--- src/rtl/arm_mcfsm_ws_if.sv ---
// Control bundle between the main FSM and the decode/datapath/memory side.
// Carries the decode fields (Op, Funct), the memory handshake (MemReq/MemReady)
// and all datapath enables, mux selects and debug/status outputs.
interface arm_mcfsm_ws_if;
  logic [1:0] Op;
  logic [5:0] Funct;
  logic       MemReady;
  logic       MemReq;
  logic       IRWrite;
  logic       NextPC;
  logic       RegW;
  logic       MemW;
  logic       Branch;
  logic       ALUOp;
  logic       AdrSrc;
  logic [1:0] ALUSrcA;
  logic [1:0] ALUSrcB;
  logic [1:0] ResultSrc;
  logic       BusErr;
  logic       Stall;
  logic [3:0] State;

  modport master (
    input  Op, Funct, MemReady,
    output MemReq, IRWrite, NextPC, RegW, MemW, Branch, ALUOp, AdrSrc,
           ALUSrcA, ALUSrcB, ResultSrc, BusErr, Stall, State
  );

  modport slave (
    output Op, Funct, MemReady,
    input  MemReq, IRWrite, NextPC, RegW, MemW, Branch, ALUOp, AdrSrc,
           ALUSrcA, ALUSrcB, ResultSrc, BusErr, Stall, State
  );
endinterface

--- src/rtl/arm_mcfsm_ws.sv ---
// Main control FSM of the multicycle ARM core with wait-state memory handshake,
// a per-access watchdog that traps to ERROR, and undefined-opcode trapping.
// Ports: clk, reset (sync, active-high), bus (arm_mcfsm_ws_if.master).
module arm_mcfsm_ws #(
  parameter int TIMEOUT = 15
) (
  input  logic          clk,
  input  logic          reset,
  arm_mcfsm_ws_if.master bus
);

  localparam int CW = (TIMEOUT > 0) ? $clog2(TIMEOUT + 1) : 1;
  localparam logic [CW-1:0] CNT_MAX = CW'(TIMEOUT);
  localparam bit WDOG_EN = (TIMEOUT > 0);

  typedef enum logic [3:0] {
    FETCH    = 4'd0,
    DECODE   = 4'd1,
    MEMADR   = 4'd2,
    MEMRD    = 4'd3,
    MEMWB    = 4'd4,
    MEMWR    = 4'd5,
    EXECUTER = 4'd6,
    EXECUTEI = 4'd7,
    ALUWB    = 4'd8,
    BRANCH   = 4'd9,
    ERROR    = 4'd15
  } state_t;

  state_t          state, state_next, out_state;
  logic [CW-1:0]   wait_cnt;
  logic            in_mem, trap, stall;
  logic            unused_funct;

  // Only I (bit 5) and L/S (bit 0) steer the sequencer.
  assign unused_funct = ^bus.Funct[4:1];

  assign in_mem = (state == FETCH) || (state == MEMRD) || (state == MEMWR);
  assign trap   = WDOG_EN && in_mem && !bus.MemReady && (wait_cnt == CNT_MAX);

  always_ff @(posedge clk) begin
    if (reset) begin
      state    <= FETCH;
      wait_cnt <= '0;
    end else begin
      state <= state_next;
      if ((state_next != state) || bus.MemReady)
        wait_cnt <= '0;
      else if (stall && (wait_cnt != CNT_MAX))
        wait_cnt <= wait_cnt + 1'b1;
    end
  end

  always_comb begin
    state_next = state;
    case (state)
      FETCH:    if (bus.MemReady) state_next = DECODE;
      DECODE: begin
        case (bus.Op)
          2'b00:   state_next = bus.Funct[5] ? EXECUTEI : EXECUTER;
          2'b01:   state_next = MEMADR;
          2'b10:   state_next = BRANCH;
          default: state_next = ERROR;
        endcase
      end
      MEMADR:   state_next = bus.Funct[0] ? MEMRD : MEMWR;
      MEMRD:    if (bus.MemReady) state_next = MEMWB;
      MEMWR:    if (bus.MemReady) state_next = FETCH;
      EXECUTER: state_next = ALUWB;
      EXECUTEI: state_next = ALUWB;
      ALUWB:    state_next = FETCH;
      MEMWB:    state_next = FETCH;
      BRANCH:   state_next = FETCH;
      ERROR:    state_next = ERROR;
      default:  state_next = ERROR;
    endcase
    // Ready beats the watchdog: trap only fires when MemReady is low.
    if (trap) state_next = ERROR;
  end

  // While reset is held the outputs already present a fresh FETCH, so the
  // datapath sees a clean fetch request regardless of the stale state.
  assign out_state = reset ? FETCH : state;

  always_comb begin
    bus.MemReq    = 1'b0;
    bus.IRWrite   = 1'b0;
    bus.NextPC    = 1'b0;
    bus.RegW      = 1'b0;
    bus.MemW      = 1'b0;
    bus.Branch    = 1'b0;
    bus.ALUOp     = 1'b0;
    bus.AdrSrc    = 1'b0;
    bus.ALUSrcA   = 2'b00;
    bus.ALUSrcB   = 2'b00;
    bus.ResultSrc = 2'b00;
    bus.BusErr    = 1'b0;
    case (out_state)
      FETCH: begin
        bus.MemReq    = 1'b1;
        bus.ALUSrcA   = 2'b01;
        bus.ALUSrcB   = 2'b10;
        bus.ResultSrc = 2'b10;
        bus.IRWrite   = bus.MemReady;
        bus.NextPC    = bus.MemReady;
      end
      DECODE: begin
        bus.ALUSrcA   = 2'b01;
        bus.ALUSrcB   = 2'b10;
        bus.ResultSrc = 2'b10;
      end
      MEMADR:   bus.ALUSrcB = 2'b01;
      MEMRD: begin
        bus.MemReq = 1'b1;
        bus.AdrSrc = 1'b1;
      end
      MEMWB: begin
        bus.ResultSrc = 2'b01;
        bus.RegW      = 1'b1;
      end
      MEMWR: begin
        bus.MemReq = 1'b1;
        bus.AdrSrc = 1'b1;
        bus.MemW   = 1'b1;
      end
      EXECUTER: bus.ALUOp = 1'b1;
      EXECUTEI: begin
        bus.ALUSrcB = 2'b01;
        bus.ALUOp   = 1'b1;
      end
      ALUWB:    bus.RegW = 1'b1;
      BRANCH: begin
        bus.ALUSrcB   = 2'b01;
        bus.ResultSrc = 2'b10;
        bus.Branch    = 1'b1;
      end
      ERROR:    bus.BusErr = 1'b1;
      default:  ;
    endcase
  end

  assign stall     = bus.MemReq & ~bus.MemReady;
  assign bus.Stall = stall;
  assign bus.State = state;

endmodule
--- src/flat_wrapper.sv ---
// flat-port wrapper written by rule: the top's interface ports become plain ports
module arm_mcfsm_ws_flat 
#(
  parameter int TIMEOUT = 15
)
  (clk, reset, bus_Op, bus_Funct, bus_MemReady, bus_MemReq, bus_IRWrite, bus_NextPC, bus_RegW, bus_MemW, bus_Branch, bus_ALUOp, bus_AdrSrc, bus_ALUSrcA, bus_ALUSrcB, bus_ResultSrc, bus_BusErr, bus_Stall, bus_State);
  arm_mcfsm_ws_if bus_i ();
  input  logic clk;
  input  logic reset;
  input wire logic [$bits(bus_i.Op)-1:0] bus_Op;
  input wire logic [$bits(bus_i.Funct)-1:0] bus_Funct;
  input wire logic [$bits(bus_i.MemReady)-1:0] bus_MemReady;
  output wire logic [$bits(bus_i.MemReq)-1:0] bus_MemReq;
  output wire logic [$bits(bus_i.IRWrite)-1:0] bus_IRWrite;
  output wire logic [$bits(bus_i.NextPC)-1:0] bus_NextPC;
  output wire logic [$bits(bus_i.RegW)-1:0] bus_RegW;
  output wire logic [$bits(bus_i.MemW)-1:0] bus_MemW;
  output wire logic [$bits(bus_i.Branch)-1:0] bus_Branch;
  output wire logic [$bits(bus_i.ALUOp)-1:0] bus_ALUOp;
  output wire logic [$bits(bus_i.AdrSrc)-1:0] bus_AdrSrc;
  output wire logic [$bits(bus_i.ALUSrcA)-1:0] bus_ALUSrcA;
  output wire logic [$bits(bus_i.ALUSrcB)-1:0] bus_ALUSrcB;
  output wire logic [$bits(bus_i.ResultSrc)-1:0] bus_ResultSrc;
  output wire logic [$bits(bus_i.BusErr)-1:0] bus_BusErr;
  output wire logic [$bits(bus_i.Stall)-1:0] bus_Stall;
  output wire logic [$bits(bus_i.State)-1:0] bus_State;
  assign bus_i.Op = bus_Op;
  assign bus_i.Funct = bus_Funct;
  assign bus_i.MemReady = bus_MemReady;
  assign bus_MemReq = bus_i.MemReq;
  assign bus_IRWrite = bus_i.IRWrite;
  assign bus_NextPC = bus_i.NextPC;
  assign bus_RegW = bus_i.RegW;
  assign bus_MemW = bus_i.MemW;
  assign bus_Branch = bus_i.Branch;
  assign bus_ALUOp = bus_i.ALUOp;
  assign bus_AdrSrc = bus_i.AdrSrc;
  assign bus_ALUSrcA = bus_i.ALUSrcA;
  assign bus_ALUSrcB = bus_i.ALUSrcB;
  assign bus_ResultSrc = bus_i.ResultSrc;
  assign bus_BusErr = bus_i.BusErr;
  assign bus_Stall = bus_i.Stall;
  assign bus_State = bus_i.State;
  arm_mcfsm_ws #(.TIMEOUT(TIMEOUT)) u_core (.clk(clk), .reset(reset), .bus(bus_i));
endmodule
--- config.mk ---
export PLATFORM = sky130hd
export DESIGN_NAME = arm_mcfsm_ws_flat
export DESIGN_NICKNAME = d
export VERILOG_FILES = /design/src/rtl/arm_mcfsm_ws_if.sv /design/src/rtl/arm_mcfsm_ws.sv /design/src/flat_wrapper.sv
export SDC_FILE = /design/constraint.sdc
export NUM_CORES = 1
export LEC_CHECK = 0
export ABC_AREA = 1
export BUFFER_PORTS_ARGS = -buffer_cell sky130_fd_sc_hd__buf_4
export CORE_MARGIN = 2
export CORE_UTILIZATION = 53
export DETAILED_ROUTE_END_ITERATION = 8
export PLACE_DENSITY = 0.93
export SLEW_MARGIN = 20
export SYNTH_ARGS = -nofsm -noshare
export SYNTH_HDL_FRONTEND = slang
export SYNTH_SLANG_ARGS = --single-unit
--- constraint.sdc ---
create_clock -name clk -period 3.4 [get_ports clk]
set_input_delay 0.34 -clock clk [delete_from_list [all_inputs] [get_ports clk]]
set_output_delay 0.34 -clock clk [all_outputs]
set_load 0.01 [all_outputs]
## Yosys cells after proc, flatten, opt, wreduce, memory -nomap -nowiden

Index checks and enable logic that the tools add are counted.

- Logic and storage cells: 69
- Input bits: 11
- Bits in registers: 8
- Output and inout port bits: 20

- Bitwise operators: 2
- Add/sub/neg operators: 1
- Reduce and logical (&&, ||, !) cells: 20
- Mux-type cells: 20
- Eq/ne operators: 24

Operator list:

| operator | count |
|---|---|
| $eq 4x3->1 const B | 8 |
| $pmux 4 s7 | 1 |
| $eq 4x4->1 const B | 6 |
| $mux 4 | 5 |
| $eq 4x2->1 const B | 4 |
| $pmux 4 s3 | 1 |
| $reduce_or 2->1 | 6 |
| $reduce_or 3->1 | 4 |
| $mux 1 | 10 |
| $eq 4x1->1 const B | 2 |
| $logic_not 4->1 | 2 |
| $pmux 2 s2 | 2 |
| $add 4x1->4 const B | 1 |
| $ne 4x4->1 | 1 |
| $ne 4x4->1 const B | 1 |
| $logic_and 1x1->1 | 3 |
| $logic_or 1x1->1 | 3 |
| $mux 3 | 1 |
| $eq 2x1->1 const B | 1 |
| $eq 2x2->1 const B | 1 |
| $logic_not 2->1 | 1 |
| $and 1x1->1 | 1 |
| $logic_not 1->1 | 1 |
| $not 1->1 | 1 |

## Logic depth before layout (Yosys ltp)

- Depth after elaboration: 9
- Gate-level depth with buffers: 13
- Gate-level depth less buffers: 13

## Worst setup path after synthesis

Ideal clock, no wire load.

- Path kind: register -> output
- Start point: register u_core.state[0], in the netlist u_core.bus.State[0]
- End point: output bus_ResultSrc[1]
- Required time: 3060 ps
- Data arrival time: 1183 ps
- Path slack: 1877 ps
- Buffers on the path: 0
- Cell stages (with the launch flop): 7
- Path through: dfxtp_1 -> inv_2 -> nor2_4 -> inv_1 -> nor2_1 -> inv_1 -> o21ai_0

- Word-level cells in the longest chain between the ends: 4
- Elaborated cells on any way between the ends: 7
- Those cells by class: eq/ne (3); mux (2); reduce/logical (2)

Ends and longest elaborated chain:

| element | line | source |
|---|---|---|
| start: declaration | arm_mcfsm_ws.sv:30 | `state_t state, state_next, out_state;` |
| start signal: assignment | arm_mcfsm_ws.sv:46 | `state <= state_next;` |
| $mux 4 * | arm_mcfsm_ws.sv:83 | `assign out_state = reset ? FETCH : state;` |
| $eq 4x1->1, or another cell as far along | arm_mcfsm_ws.sv:98 | `case (out_state)` |
| $reduce_or 3->1 (no source line) | - |  |
| $pmux 2 s2 * | arm_mcfsm_ws.sv:98 |  |
| end: declaration | flat_wrapper.sv:23 | `output wire logic [$bits(bus_i.ResultSrc)-1:0] bus_ResultSrc;` |

Every way passes the cells marked *; elsewhere a longest branch is shown, timed or not.

## Worst setup path in the final report

- Start point: register u_core.state[3], in the netlist u_core.bus.State[3]
- End point: output bus_Stall

- Word-level cells in the longest chain between the ends: 5
- Elaborated cells on any way between the ends: 7
- Those cells by class: eq/ne (2); mux (2); bitwise (1); reduce/logical (2)

Ends and longest elaborated chain:

| element | line | source |
|---|---|---|
| $mux 4 * | arm_mcfsm_ws.sv:83 |  |
| $eq 4x2->1, or another cell as far along | arm_mcfsm_ws.sv:98 |  |
| $reduce_or 3->1 (no source line) * | - |  |
| $mux 1 * | arm_mcfsm_ws.sv:98 |  |
| $and 1x1->1 * | arm_mcfsm_ws.sv:142 | `assign stall = bus.MemReq & ~bus.MemReady;` |
| end: declaration | flat_wrapper.sv:25 | `output wire logic [$bits(bus_i.Stall)-1:0] bus_Stall;` |

Marks and branches as above.

==> flow_summary.ini <==
[yosys]
synthesis.area_um2 = 915.9
ys.warnings.count = 0
post_synthesis_cell_count = 148
synth.yosys.seq_area_share = 0.1749
post_synth_num_cell_types = 27
synth-seq-cells = 8
syn_avg_cell_area_um2 = 6.188
syn_nets = 164

[route]
initialDrtViolationCount = 20
route.vias.total = 958
drc = 0
routed_wl_um = 1992
post_drt_wl_per_cell_um = 10.60
post_drt_via_cell_ratio = 5.096
drtPass1Iterations = 4
route.antenna.remaining_nets = 0

[worst_setup_path]
crit_buf_inv = 2
critical_path.most_common_cell = nand2_2
critical_path.cell_chain = nor2_2 > nand2_2 > and2_4 > nand2_2 > nand2_1 > inv_1 > buf_4
critical_path_peak_fanout = 14
worstPathArrival_ps = 1760
critical-path-max-stage-delay_ps = 500
cp.required_ps = 3060
critPathSlowestCell = nor2_2
crit_path_start_kind = register
endpoint_kind = output pin
critical-path-top-delay-family = simple AND/OR/NAND/NOR gates
timing_worst_setup_path_type = register to output pin

[die]
fp.dieW_um = 45.57
die_footprint_um2 = 2077
initial_core_util = 0.5483
fp.coreArea_um2 = 1670
chipHeight_um = 45.57
ios = 31
rows = 15

[clock_network]
worstSkewPairLatency_ps = 250
tritoncts = yes
ctsHtreeMaxLevel = 1
post_cts_buffers = 0
clk_path_buf_depth = 2
tritoncts.num_buffers = 3
cts_hold_repair.buffers = 0
clock_tree.root_cell = clkbuf_4
post_cts_resize_count = 0
cts.sinks = 8
worst_setup_hold_path_clk_slew_ps = 50

[sta]
achievable-frequency_mhz = 477.0
clock_skew_ps = 1.729
whs_ps = 365.6
final.setup.tns_ps = 0
rsz0062_at_grt = no
layout_min_cycle_time_ps = 2096
final_max_slew_violation_count = 0
setup_viol = 0
worst-slew-pin-transition_ps = 589.3
final_hold_viol_count = 0
relSlewSlack = 0.6067
fin_crit_sh = 0.6166

[global_routing]
grt_overflow = 0
first_global_vias = 802
grt_pass1_wl_um = 3208
grt_use_total = 0.2095
largest_net_degree_at_the_start_of_global_routing = 15
antenna_found_initial = 0

[run]
drv.max_cap_violation_count = 0

[cells_and_area]
area_growth_pct = 20.76
fin_nets = 189
share_of_final_layout_standard_cells_stronger_than_drive_strength_1 = 0.3275
antennaDiodeCount = 0
nFillCells = 137

[placement]
routability_cong = 0.9110
place.detailed.hpwl_um = 1619
number_of_input_and_output_port_buffers_inserted = 25

[pwr]
power.density_cell_area_nw_per_um2 = 453.5
vdd.ir_drop.worst_mv = 0.3668
cellLeakagePower_nw = 0.5821

[min_path]
worstHoldPathType = input port to register

[status]
outcome = finished clean
per-layer routing:
layer  vias to the layer above  share of wire  global-route usage
li1                        506              -                   -
met1                       432           0.45              0.2578
met2                        18           0.51              0.3634
met3                         2          0.040             0.03571
met4                         0         0.0025             0.07059
met5                         -              0                   0
cell type report:
class / instances / area, µm² / share of cell area
Clock buffer: 3 / 22.52 / 0.02036
Inverter: 24 / 90.09 / 0.08145
Multi-Input combinational cell: 111 / 624.3 / 0.5645
Sequential cell: 8 / 160.2 / 0.1448
Tap cell: 17 / 21.27 / 0.01923
Timing Repair Buffer: 25 / 187.7 / 0.1697
metrics by stage:
stage	power (mW)	util	instance area (µm²)	instances	setup WS [ps]
after floorplan	0.3455	-	915.9	148	1877
after global placement	0.4210	0.6487	1084	185	1623
after detailed placement	0.4308	0.6487	1084	185	1588
after CTS	0.5046	0.6622	1106	188	1307
after global routing	0.5469	0.6622	1106	188	1164
final	0.5016	0.6622	1106	188	1304
worst reg2reg max path: cells and delay by family, from the launching register on:
kind	cells	cell delay, ps
AND/OR/NAND/NOR	7	1120
flip-flops	1	390
AO/OA/AOI/OAI	1	170
buffers and inverters	1	50
worst paths after layout:
check | from | cells after the start | slack (ps) | endpoint
max | u_core.bus.State[3]$_SDFF_PP0_ | 7 | 1300 | bus_Stall
min | reset | 2 | 370 | u_core.bus.State[3]$_SDFF_PP0_
max reg2reg | u_core.bus.State[3]$_SDFF_PP0_ | 9 | 1570 | u_core.wait_cnt[3]$_SDFFE_PP0P_
min reg2reg | u_core.wait_cnt[3]$_SDFFE_PP0P_ | 4 | 550 | u_core.wait_cnt[3]$_SDFFE_PP0P_
cell usage in the layout (no fill, tap or decap):
cell type,netlist,layout
nand2_2,7,7
o221ai_1,1,1
dfxtp_1,8,8
o21ai_1,2,2
o21ai_0,3,3
nand3b_1,2,2
conb_1,1,1
nor3_1,1,1
clkbuf_4,0,3
buf_4,2,25
nor2_2,9,9
nand2_1,26,26
a31oi_1,1,1
xnor2_1,2,2
nand3_1,13,13
inv_1,21,21
o21ai_2,1,1
nor2_4,2,2
nand3_4,1,1
nand3_2,4,4
nor2_1,21,21
inv_2,3,3
nand4_1,1,1
and2_4,1,1
a21oi_1,7,7
ha_1,5,5
kinds of logic after synthesis:
kind of cell | Yosys count | synth area share
other cells | 1 | 0.004094
flops | 8 | 0.1749
fa+ha+maj | 5 | 0.06831
xor+xnor | 2 | 0.01913
compound gates | 15 | 0.09153
buf+inv | 29 | 0.1434
simple gates | 88 | 0.4986
flip-flops by register name, indices dropped and copies added, names as in the netlist:
signal and cells:
u_core.wait_cnt 4, u_core.bus.State 4
synthesized netlist by cell type (all sizes together):
cell,instances,area (µm²)
nand2,33,141.4
nor2,32,157.7
inv,24,90.09
nand3,18,122.6
dfxtp,8,160.2
a21oi,7,35.03
o21ai,6,33.78
buf,5,41.28
ha,5,62.56
nand3b,2,15.01
xnor2,2,17.52
a31oi,1,6.260
and2,1,8.760
conb,1,3.750
nand4,1,6.260
nor3,1,5.000
o221ai,1,8.760
where the power goes:
group	internal (mW)	leakage (nW)	switching, mW
registers	0.105	0.0650	0.0226
logic	0.119	0.503	0.183
clock network	0.0403	0.0138	0.0315
total	0.264	0.582	0.237
No activity file was read; power rests on OpenSTA's default activity.
